[src/rtl/dmem_ctrl.sv]
`default_nettype none
// +--------------------------------------------------------------------------+
// | Module      : dmem_ctrl                                                  |
// | Description : Data-memory access controller between the MA pipeline      |
// |               stage and a request/grant/rvalid bus. Formats store data   |
// |               and byte enables, formats load data, rejects misaligned    |
// |               accesses and stalls the pipeline while a bus access runs.  |
// | Revision    : 1.0 - initial release                                      |
// +--------------------------------------------------------------------------+
module dmem_ctrl (
  input  logic        clk,
  input  logic        rst_i,
  // pipeline side
  input  logic        req_valid_i,
  input  logic        rd_en_i,
  input  logic        wr_en_i,
  input  logic [31:0] addr_i,
  input  logic [31:0] wdata_i,
  input  logic [1:0]  size_i,
  input  logic        sign_i,
  output logic        stall_o,
  output logic [31:0] rdata_o,
  output logic        rdata_valid_o,
  output logic        misaligned_o,
  // bus side
  output logic        bus_req_o,
  output logic        bus_we_o,
  output logic [31:0] bus_addr_o,
  output logic [3:0]  bus_be_o,
  output logic [31:0] bus_wdata_o,
  input  logic        bus_gnt_i,
  input  logic        bus_rvalid_i,
  input  logic [31:0] bus_rdata_i
);

  localparam logic [1:0] S_IDLE   = 2'd0;
  localparam logic [1:0] S_REQ    = 2'd1;
  localparam logic [1:0] S_WAIT_R = 2'd2;

  localparam logic [1:0] SZ_BYTE  = 2'b00;
  localparam logic [1:0] SZ_HALF  = 2'b01;
  localparam logic [1:0] SZ_WORD  = 2'b10;

  logic [1:0]  state_q, state_d;
  logic        we_q, we_d;
  logic [29:0] addr_q, addr_d;
  logic [1:0]  off_q, off_d;
  logic [1:0]  size_q, size_d;
  logic        sign_q, sign_d;
  logic [3:0]  be_q, be_d;
  logic [31:0] wdata_q, wdata_d;

  logic        accept;
  logic        misaligned;
  logic        launch;
  logic [3:0]  fmt_be;
  logic [31:0] fmt_wdata;
  logic [7:0]  lane_byte;
  logic [15:0] lane_half;
  logic [31:0] load_data;

  // Qualify the incoming request; reset masks every pipeline input
  always_comb begin
    accept = !rst_i && (state_q == S_IDLE) && req_valid_i && (rd_en_i || wr_en_i);
    case (size_i)
      SZ_BYTE: misaligned = 1'b0;
      SZ_HALF: misaligned = addr_i[0];
      SZ_WORD: misaligned = |addr_i[1:0];
      default: misaligned = 1'b1;
    endcase
    launch = accept && !misaligned;
  end

  // Store formatting: lane-replicated data and enables (also used as load enables)
  always_comb begin
    case (size_i)
      SZ_BYTE: begin
        fmt_wdata = {4{wdata_i[7:0]}};
        fmt_be    = 4'b0001 << addr_i[1:0];
      end
      SZ_HALF: begin
        fmt_wdata = {2{wdata_i[15:0]}};
        fmt_be    = addr_i[1] ? 4'b1100 : 4'b0011;
      end
      default: begin
        fmt_wdata = wdata_i;
        fmt_be    = 4'b1111;
      end
    endcase
  end

  // Load formatting: pick the addressed lane, then sign- or zero-extend
  always_comb begin
    lane_byte = bus_rdata_i[{off_q, 3'b000} +: 8];
    lane_half = off_q[1] ? bus_rdata_i[31:16] : bus_rdata_i[15:0];
    case (size_q)
      SZ_BYTE: load_data = {{24{sign_q & lane_byte[7]}}, lane_byte};
      SZ_HALF: load_data = {{16{sign_q & lane_half[15]}}, lane_half};
      default: load_data = bus_rdata_i;
    endcase
  end

  // Capture the transaction attributes when an aligned request launches
  always_comb begin
    we_d    = we_q;
    addr_d  = addr_q;
    off_d   = off_q;
    size_d  = size_q;
    sign_d  = sign_q;
    be_d    = be_q;
    wdata_d = wdata_q;
    if (launch) begin
      we_d    = wr_en_i;
      addr_d  = addr_i[31:2];
      off_d   = addr_i[1:0];
      size_d  = size_i;
      sign_d  = sign_i;
      be_d    = fmt_be;
      wdata_d = fmt_wdata;
    end
  end

  // Transaction attribute registers
  always_ff @(posedge clk or posedge rst_i) begin
    if (rst_i) begin
      we_q    <= 1'b0;
      addr_q  <= '0;
      off_q   <= '0;
      size_q  <= '0;
      sign_q  <= 1'b0;
      be_q    <= '0;
      wdata_q <= '0;
    end else begin
      we_q    <= we_d;
      addr_q  <= addr_d;
      off_q   <= off_d;
      size_q  <= size_d;
      sign_q  <= sign_d;
      be_q    <= be_d;
      wdata_q <= wdata_d;
    end
  end

  // FSM state register
  always_ff @(posedge clk or posedge rst_i) begin
    if (rst_i) state_q <= S_IDLE;
    else       state_q <= state_d;
  end

  // FSM next-state logic; rvalid only matters in WAIT_R
  always_comb begin
    state_d = state_q;
    case (state_q)
      S_IDLE:   if (launch) state_d = S_REQ;
      S_REQ:    if (bus_gnt_i) state_d = we_q ? S_IDLE : S_WAIT_R;
      S_WAIT_R: if (bus_rvalid_i) state_d = S_IDLE;
      default:  state_d = S_IDLE;
    endcase
  end

  // FSM outputs; state_q is IDLE during reset and accept is masked, so all read 0
  always_comb begin
    stall_o       = 1'b0;
    misaligned_o  = 1'b0;
    rdata_valid_o = 1'b0;
    rdata_o       = '0;
    bus_req_o     = 1'b0;
    case (state_q)
      S_IDLE: begin
        stall_o      = launch;
        misaligned_o = accept && misaligned;
      end
      S_REQ: begin
        bus_req_o = 1'b1;
        stall_o   = !(bus_gnt_i && we_q);
      end
      S_WAIT_R: begin
        stall_o       = !bus_rvalid_i;
        rdata_valid_o = bus_rvalid_i;
        rdata_o       = bus_rvalid_i ? load_data : 32'd0;
      end
      default: ;
    endcase
  end

  assign bus_we_o    = we_q;
  assign bus_addr_o  = {addr_q, 2'b00};
  assign bus_be_o    = be_q;
  assign bus_wdata_o = wdata_q;

endmodule
`default_nettype wire

[config.mk]
export PLATFORM = sky130hd
export DESIGN_NAME = dmem_ctrl
export DESIGN_NICKNAME = d
export VERILOG_FILES = /design/src/rtl/dmem_ctrl.sv
export SDC_FILE = /design/constraint.sdc
export NUM_CORES = 1
export LEC_CHECK = 0
export CORE_UTILIZATION = 40
export CTS_CLUSTER_DIAMETER = 200
export DETAILED_ROUTE_END_ITERATION = 12
export PLACE_DENSITY_LB_ADDON = 0.1
export SLEW_MARGIN = 0
export SYNTH_ARGS = -nofsm -noshare
export SYNTH_HDL_FRONTEND = slang
export SYNTH_SLANG_ARGS = --single-unit
export TNS_END_PERCENT = 100
[constraint.sdc]
create_clock -name clk -period 3.05 [get_ports clk]
set_input_delay 0.61 -clock clk [delete_from_list [all_inputs] [get_ports clk]]
set_output_delay 0.61 -clock clk [all_outputs]
set_load 0.01 [all_outputs]
==> qor.yml, run 1 <==
status: "finished clean"
grt_pass1_vias: 3668
worst_slew_pin_slew_ps: 731.4
netlist.area_leader.share_pct: 45.33
post-cts-setup-buffer-count: 0
ant_nets: 0
synth_area_leaders: "dfrtp_1, mux2_4, nand2_1"
io_buffers: 208
leakagePower_nw: 3.353
die_area_um2: 10620
cp_data_required_time_ps: 2440
arrival_ps: 2340
placementRows: 36
avgRoutedWirePerCell_um: 15.63
clockBufferDepth: 2
grt_antenna_before_repair: 0
routed_wl_mm: 11.55
drtPass1Iterations: 4
synth_ff_type: "dfrtp_1"
ir_drop_mv: 0.3947
numCtsBuffers: 9
crit_type: "input port to output port"
hold_class: "flip-flop to flip-flop"
cts.htree.levels: 3
synth_edf_count: 0
ys_ff_latch: 74
grt_max_degree: 94
yosys_warnings: 0
setup_tns_ps: 0
start_util_pct: 41.60
cap_violations: 0
synth-async-reset-ratio_pct: 100.0
path_clk_slew_ps: 70
num_io_pins: 211
final_nets: 708
grt_overflow: 0
die_h_um: 103.1
cp_max_fo: 6
skew_ps: 10.83
period_needed_ps: 2954
via_count: 3674
crit_start: "size_i[0]"
areaGrowthSynthToFinish_pct: 62.08
syn_area_um2: 4085
finalHoldViolCount: 0
cp-start-kind: "input port"
cts_tree: "done"
cts.sinks: 74
syn_inst: 391
clk_latency_ps: 360
crit_chain: "clkdlybuf4s50_1 -> a21oi_1 -> o221ai_4 -> nand2_1 -> clkdlybuf4s50_1"
fmax_ghz: 0.3386
crit_slowest_cell: "clkdlybuf4s50_1"
seq_area_frac_synth_pct: 45.33
cp_common_cell: "clkdlybuf4s50_1"
antenna_cells: 0
drc: 0
fin_crit_sh_pct: 96.84
gp_congestion: 0.7787
viasPerCell: 4.972
layout-drive-gt1-share_pct: 17.66
cts-root-buf: "clkbuf_8"
die_x_um: 103.1
globalRouteTotalUtil_pct: 22.43
fin_ws_ps: 96.49
drv_slew: 0
relSlewSlack_pct: 51.18
ys_types: 45
setup_violations: 0
end_kind: "output port"
rr_startpoint: "state_q[0]"
grt_pass1_wl_mm: 18.10
drtIter0Drc: 98
post-synth-top-area-cell: "dfrtp_1"
pre_cts_slack_ps: -17.50
fin_util_pct: 67.43
total_power_mw: 3.874
min-delay-start: "bus_wdata_o[27]"
dpl.hpwl_mm: 8.531
syn_area_per_cell_um2: 10.45
crit_path_max_incr_delay_ps: 530
powerDensity_nw_per_um2: 585.1
grt_setup_unrepaired: "no"
coreArea_um2: 9819
-- power by group --
group / total [mW] / switching, mW / leakage, nW / internal (mW)
registers: 1.46 / 0.188 / 0.897 / 1.28
clock network: 0.668 / 0.376 / 0.0815 / 0.291
logic: 1.74 / 0.702 / 2.37 / 1.04
total: 3.87 / 1.27 / 3.35 / 2.61
-- logic make-up (layout without fill, tap and decap cells) --
| kind of cell | count (synthesis) | in the layout | synth area share, % |
|---|---|---|---|
| DFF | 74 | 74 | 45.33 |
| buffers and inverters | 44 | 258 | 5.329 |
| other | 1 | 2 | 0.09180 |
| muxes | 77 | 77 | 23.19 |
| AOI/OAI and AO/OA | 79 | 79 | 13.11 |
| and+or+nand+nor | 115 | 115 | 12.74 |
| xor gates and xnor gates | 1 | 1 | 0.2144 |
-- layout make-up --
| type | count | area [µm²] |
|---|---|---|
| Multi-Input combinational cell | 274 | 2048 |
| Timing Repair Buffer | 228 | 2331 |
| Clock inverter | 6 | 42.54 |
| Inverter | 15 | 57.56 |
| Sequential cell | 74 | 1852 |
| Fill cell | 813 | 3198 |
| Clock buffer | 9 | 123.9 |
| Tap cell | 133 | 166.4 |
-- routing by layer --
layer	part of all wire, %	vias up	track usage (%)
li1	-	1780	-
met1	40	1726	26.47
met2	48	147	37.28
met3	10	21	8.068
met4	1.9	0	8.884
met5	0	-	0
-- flip-flops by register name (all words and copies together) (netlist names) --
signal       count
bus_we_o         1
state_q          2
bus_be_o         4
addr_q          30
size_q           2
bus_wdata_o     32
off_q            2
sign_q           1
-- repair_timing --
item,CTS,global route
setup endpoints to repair,3,28
pin swaps,0,0
hold buffers,0,0
resized for setup,3,25
-- worst max-delay path: cells and delay by family --
kind / cells / cell delay, ps
compound gates: 2 / 590
simple gates: 1 / 90
buf+inv: 2 / 1050
-- per-stage QoR --
stage                     instance area (µm²)  cells  hold WS, ps
after CTS                                6551    739        489.2
after detailed placement                 6389    724        472.9
after global placement                   6389    724        462.6
final                                    6621    739        480.7
after floorplan                          4089    392        513.7
after global routing                     6621    739        523.9
-- Yosys cell counts, drive strengths merged (3+ instances only) --
cell     n
nor2    11
o21ai   35
inv     15
nor3b    3
mux2    51
mux2i   26
a221oi   8
a21oi   19
dfrtp   74
nand2   84
nor3     4
a22oi    7
buf     17
clkbuf  12
-- layout by cell type (no fill, tap or decap), types with 2 or more instances in the layout --
cell	count
nand2_1	84
clkbuf_8	9
conb_1	2
and2_1	2
buf_4	16
a22oi_1	7
o21ai_1	5
nor3b_1	2
nor3_1	3
o2111ai_1	2
dfrtp_1	74
mux2i_1	25
dlymetal6s2s_1	21
a221oi_2	7
nor2_1	10
a21oi_2	2
o21ai_0	29
mux2_4	30
or4b_1	2
a21oi_1	17
buf_12	4
clkinv_2	3
mux2_2	21
clkdlybuf4s50_1	184
dlygate4sd2_1	3
clkinvlp_4	2
inv_1	14
-- worst paths after layout --
kind	end	slack, ps	cells after the start
min in group asynchronous	bus_wdata_o[2]	770	2
max in group asynchronous	bus_wdata_o[31]	1660	3
min	bus_wdata_o[27]	480	2
min reg2reg	bus_wdata_o[27]	480	2
max reg2reg	addr_q[21]	1220	5
max	stall_o	100	5
No activity file was read; power rests on OpenSTA's default activity.
==> inputs of run 2 (changes only) <==
--- a/config.mk
+++ b/config.mk
@@ -8,9 +8,9 @@
 export CORE_UTILIZATION = 40
 export CTS_CLUSTER_DIAMETER = 200
 export DETAILED_ROUTE_END_ITERATION = 12
-export PLACE_DENSITY_LB_ADDON = 0.1
+export PLACE_DENSITY = 0.83
 export SLEW_MARGIN = 0
 export SYNTH_ARGS = -nofsm -noshare
 export SYNTH_HDL_FRONTEND = slang
 export SYNTH_SLANG_ARGS = --single-unit
-export TNS_END_PERCENT = 100
+export TNS_END_PERCENT = 1
==> qor.yml, run 2 (synthesis results as in run 1) <==
drtPass1Iterations: 5  # +1
cts-root-buf: "clkbuf_8"
num_io_pins: 211  # unchanged
path_clk_slew_ps: 80  # about the same
grt_pass1_vias: 3962  # +8.0%
cts.sinks: 74  # unchanged
layout_commonest_cell: "clkdlybuf4s50_1"
die_x_um: 103.1  # unchanged
ant_nets: 0  # unchanged
cp_max_fo: 3  # -3
fin_crit_sh_pct: 99.52  # +2.7 points
leakagePower_nw: 3.151  # -6.0%
avgRoutedWirePerCell_um: 17.37  # +11%
relSlewSlack_pct: 54.12  # +2.9 points
ir_drop_mv: 0.3977  # +0.76%
gp_congestion: 0.8290  # +6.5%
hold_slack_ps: 487.8  # +7.154 ps
skew_ps: 10.13  # -0.6933 ps
globalRouteTotalUtil_pct: 24.25  # +1.8 points
viasPerCell: 5.164  # +3.9%
crit_type: "input port to output port"
grt_antenna_before_repair: 0  # unchanged
final_area_um2: 6634  # +0.19%
end_kind: "output port"
worst_slew_pin_slew_ps: 687.4  # -44.05 ps
period_needed_ps: 3035  # +81.77 ps
die_area_um2: 10620  # unchanged
areaGrowthSynthToFinish_pct: 62.39
antenna_cells: 0  # unchanged
status: "finished clean"
cts.htree.levels: 3  # unchanged
numCtsBuffers: 9  # unchanged
drc: 0  # unchanged
grt_pass1_wl_mm: 19.40  # +7.2%
arrival_ps: 2430  # +90 ps
setup_violations: 0  # unchanged
start_util_pct: 41.60  # unchanged
coreArea_um2: 9819  # unchanged
grt_setup_unrepaired: "yes"
via_count: 3832  # +4.3%
largest_reg_flops: 32  # unchanged
place_area_um2: 6396  # +0.12%
grt_overflow: 0  # unchanged
powerDensity_nw_per_um2: 617.9  # +5.6%
setup_tns_ps: 0  # unchanged
final_nets: 710  # +0.28%
dpl.hpwl_mm: 9.898  # +16%
placementRows: 36  # unchanged
routed_wl_mm: 12.89  # +12%
cap_violations: 0  # unchanged
grt_max_degree: 94  # unchanged
layout-drive-gt1-share_pct: 17.73  # +0.077 points
drv_slew: 0  # unchanged
cp-start-kind: "input port"
clockBufferDepth: 2  # unchanged
final_cell_mix: "clkdlybuf4s50_1, nand2_1, dfrtp_1"
die_h_um: 103.1  # unchanged
cp_data_required_time_ps: 2440  # about the same
io_buffers: 208  # unchanged
cts_tree: "done"
drtIter0Drc: 127  # +30%
finalHoldViolCount: 0  # unchanged
hold_class: "flip-flop to flip-flop"
fmax_ghz: 0.3295  # -2.7%
clk_latency_ps: 340  # -20 ps
run 2: changes by cell type in the layout (fill, tap and decap cells not counted), moves of 2 or more:
cell / change
buf_4: +2
clkinv_2: -2
clkbuf_1: +2
clkinvlp_4: -2
dlymetal6s2s_1: -17
dlygate4sd2_1: +17
bufinv_16: +2
run 2: through the flow:
step	cells	utilization, %	power, mW	setup slack, ps
6_report	742	67.56	4.099	14.71
5_1_grt	742	67.56	4.325	-55.35
4_1_cts	742	67.29	4.113	2.871
3_5_place_dp	725	65.14	3.233	-163.2
3_3_place_gp	725	65.14	3.174	-72.45
2_1_floorplan	392	-	2.269	558.4
run 2: cell type report:
type	instances	area, µm²
multi-input cells	274	2057
clock inverters	5	86.33
well taps	133	166.4
inverters	15	57.56
fillers	745	3186
flip-flops and latches	74	1853
repair buffers	230	2282
clock buffers	11	131.4
run 2: final timing paths:
path | startpoint | endpoint | slack, ps | cells after the start
worst max register to register | state_q[0] | size_q[0] | 1190 | 5
worst min-delay path | bus_wdata_o[23] | bus_wdata_o[23] | 490 | 2
max in group asynchronous | rst_i | bus_wdata_o[20] | 1640 | 3
min in group asynchronous | rst_i | size_q[1] | 760 | 2
worst max-delay path | bus_rdata_i[15] | rdata_o[7] | 10 | 7
worst min register to register | bus_wdata_o[23] | bus_wdata_o[23] | 490 | 2
run 2: repair_timing:
action / in CTS / in global routing
setup buffers: 1 / 0
hold buffers: 0 / 0
gates cloned: 0 / 0
setup endpoints to repair: 9 / 12
pin swaps: 1 / 0
resized for setup: 23 / 8
run 2: layer usage:
metal	vias to the layer above	wire length [µm]	global-route usage, %
li1	1784	-	-
met1	1820	4613	24.69
met2	197	6509	44.21
met3	31	1428	9.831
met4	0	338	9.534
met5	-	0	0
run 2: power breakdown:
group	total [mW]	internal, mW	switching [mW]	leakage, nW
logic	1.77	1.04	0.734	2.15
clock network	0.847	0.469	0.378	0.109
registers	1.48	1.28	0.205	0.895
total	4.10	2.78	1.32	3.15
run 2: critical path, cell delays in order:
cell and delay, ps:
clkdlybuf4s50_1 450, mux2i_2 280, o22ai_4 130, buf_4 140, a221oi_1 240, nor2_1 80
clkdlybuf4s50_1 480
==> inputs of run 3 (changes only) <==
--- a/config.mk
+++ b/config.mk
@@ -5,9 +5,12 @@
 export SDC_FILE = /design/constraint.sdc
 export NUM_CORES = 1
 export LEC_CHECK = 0
+export CORE_ASPECT_RATIO = 0.5
+export CORE_MARGIN = 2
 export CORE_UTILIZATION = 40
 export CTS_CLUSTER_DIAMETER = 200
 export DETAILED_ROUTE_END_ITERATION = 12
+export HOLD_SLACK_MARGIN = 0.1
 export PLACE_DENSITY = 0.83
 export SLEW_MARGIN = 0
 export SYNTH_ARGS = -nofsm -noshare
==> qor.yml, run 3 (synthesis results as in run 1) <==
status: "finished clean"
use_met1_pct: 25.32  # +0.63 points
cp_max_fo: 3  # unchanged
setup_violations: 0  # unchanged
cp_data_required_time_ps: 2440  # about the same
num_io_pins: 211  # unchanged
via_count: 3802  # -0.78%
cp_common_cell: "clkdlybuf4s50_1"
leakagePower_nw: 3.356  # +6.5%
grt_antenna_before_repair: 0  # unchanged
coreArea_um2: 10080  # +2.7%
end_kind: "output port"
globalRouteTotalUtil_pct: 22.26  # -2.0 points
hold_class: "flip-flop to flip-flop"
grt_use_met3_pct: 6.108  # -3.7 points
use_met2_pct: 41.47  # -2.7 points
final_area_um2: 6839  # +3.1%
gp_congestion: 0.8849  # +6.7%
grt_pass1_vias: 3756  # -5.2%
grt_pass1_wl_mm: 19.41  # about the same
dpl.hpwl_mm: 9.230  # -6.7%
crit_path_max_incr_delay_ps: 490  # about the same
crit_type: "input port to output port"
cap_violations: 0  # unchanged
relSlewSlack_pct: 60.69  # +6.6 points
grt_overflow: 0  # unchanged
place_area_um2: 6435  # +0.61%
powerDensity_nw_per_um2: 656.5  # +6.2%
grt_max_degree: 94  # unchanged
ant_nets: 0  # unchanged
cts-root-buf: "clkbuf_16"
io_buffers: 208  # unchanged
areaGrowthSynthToFinish_pct: 67.41
top_usage_layer: "met2"
viasPerCell: 5.056  # -2.1%
cts.htree.levels: 3  # unchanged
die_area_um2: 11090  # +4.4%
fin_crit_sh_pct: 98.91  # -0.61 points
cp-start-kind: "input port"
crit_chain: "clkdlybuf4s50_1 -> mux2i_2 -> o22ai_2 -> buf_4 -> a211oi_1 -> nor3_1 -> clkdlybuf4s50_1"
largest_reg_flops: 32  # unchanged
drc: 0  # unchanged
path_clk_slew_ps: 50  # -30 ps
drtPass1Iterations: 4  # -1
crit_slowest_cell: "clkdlybuf4s50_1"
post-cts-setup-buffer-count: 0  # -1
layout_commonest_cell: "clkdlybuf4s50_1"
cts_tree: "done"
setup_tns_ps: 0  # unchanged
clk_latency_ps: 330  # about the same
skew_ps: 4.640  # -5.494 ps
finalHoldViolCount: 0  # unchanged
layout-drive-gt1-share_pct: 18.46  # +0.73 points
placementRows: 26  # -28%
clockBufferDepth: 2  # unchanged
routed_wl_mm: 12.75  # -1.1%
numCtsBuffers: 9  # unchanged
drtIter0Drc: 191  # +50%
start_util_pct: 40.51  # -1.1 points
final_nets: 713  # +0.42%
worst_slew_pin_slew_ps: 589.0  # -98.42 ps
die_x_um: 146.9  # +43%
grt_setup_unrepaired: "yes"
arrival_ps: 2410  # -20 ps
fmax_ghz: 0.3315  # +0.61%
die_h_um: 75.46  # -27%
final_cell_mix: "clkdlybuf4s50_1, nand2_1, dfrtp_1"
avgRoutedWirePerCell_um: 16.96  # -2.4%
antenna_cells: 0  # unchanged
ir_drop_mv: 0.3199  # -20%
period_needed_ps: 3017  # -18.49 ps
cts.sinks: 74  # unchanged
drv_slew: 0  # unchanged
-- run 3: changes by cell type in the layout (fill, tap and decap cells not counted), moves of 3 or more --
| cell | change |
|---|---|
| dlymetal6s2s_1 | +9 |
| clkdlybuf4s50_1 | +4 |
| clkbuf_16 | +9 |
| buf_4 | +3 |
| clkbuf_8 | -7 |
| dlygate4sd2_1 | -13 |
-- run 3: layout make-up --
type                    instances  area (µm²)
fillers                       770        3246
repair buffers                233        2344
inverters                      15       57.56
clock inverters                 5       100.1
clock buffers                  11       252.7
well taps                     140       175.2
flip-flops and latches         74        1852
multi-input cells             274        2058
-- run 3: per-stage QoR --
stage	utilization (%)	power (mW)	cells	hold slack, ps	setup slack [ps]
final	67.82	4.490	752	476.9	33.20
after global routing	67.82	4.726	752	506.0	-118.4
after CTS	67.32	4.516	752	481.7	0.6624
after detailed placement	63.81	3.237	736	469.3	-126.9
after global placement	63.81	3.193	736	463.1	-115.6
after floorplan	-	2.269	392	513.7	558.4
-- run 3: path summary, 6_finish.rpt --
kind | from | to | slack, ps | cells after the start
max | bus_rdata_i[31] | rdata_o[15] | 30 | 7
min | bus_wdata_o[17] | bus_wdata_o[17] | 480 | 2
max reg2reg | state_q[1] | addr_q[16] | 1180 | 5
min reg2reg | bus_wdata_o[17] | bus_wdata_o[17] | 480 | 2
max in group asynchronous | rst_i | bus_wdata_o[30] | 1730 | 3
min in group asynchronous | rst_i | state_q[0] | 710 | 2
-- run 3: repair_timing --
item | CTS | global route
hold buffers | 0 | 0
pin swaps | 1 | 0
resized for setup | 9 | 16
setup endpoints to repair | 10 | 24
endpoints found under the hold margin | 0 | 0
-- run 3: worst max-delay path, delay by kind of cell --
kind / cells / cell delay (ps)
multiplexers: 1 / 270
buffers and inverters: 3 / 1090
AO/OA/AOI/OAI: 2 / 370
AND/OR/NAND/NOR: 1 / 60
-- run 3: per-layer routing --
metal  routed length (µm)  up-vias
li1                     -     1799
met1                 4966     1831
met3                  789       30
met5                    0        -
met2                 6614      142
met4                  383        0
-- run 3: where the power goes --
part,internal (mW),switching [mW]
Sequential,1.28,0.188
Combinational,1.05,0.730
Clock,0.840,0.403
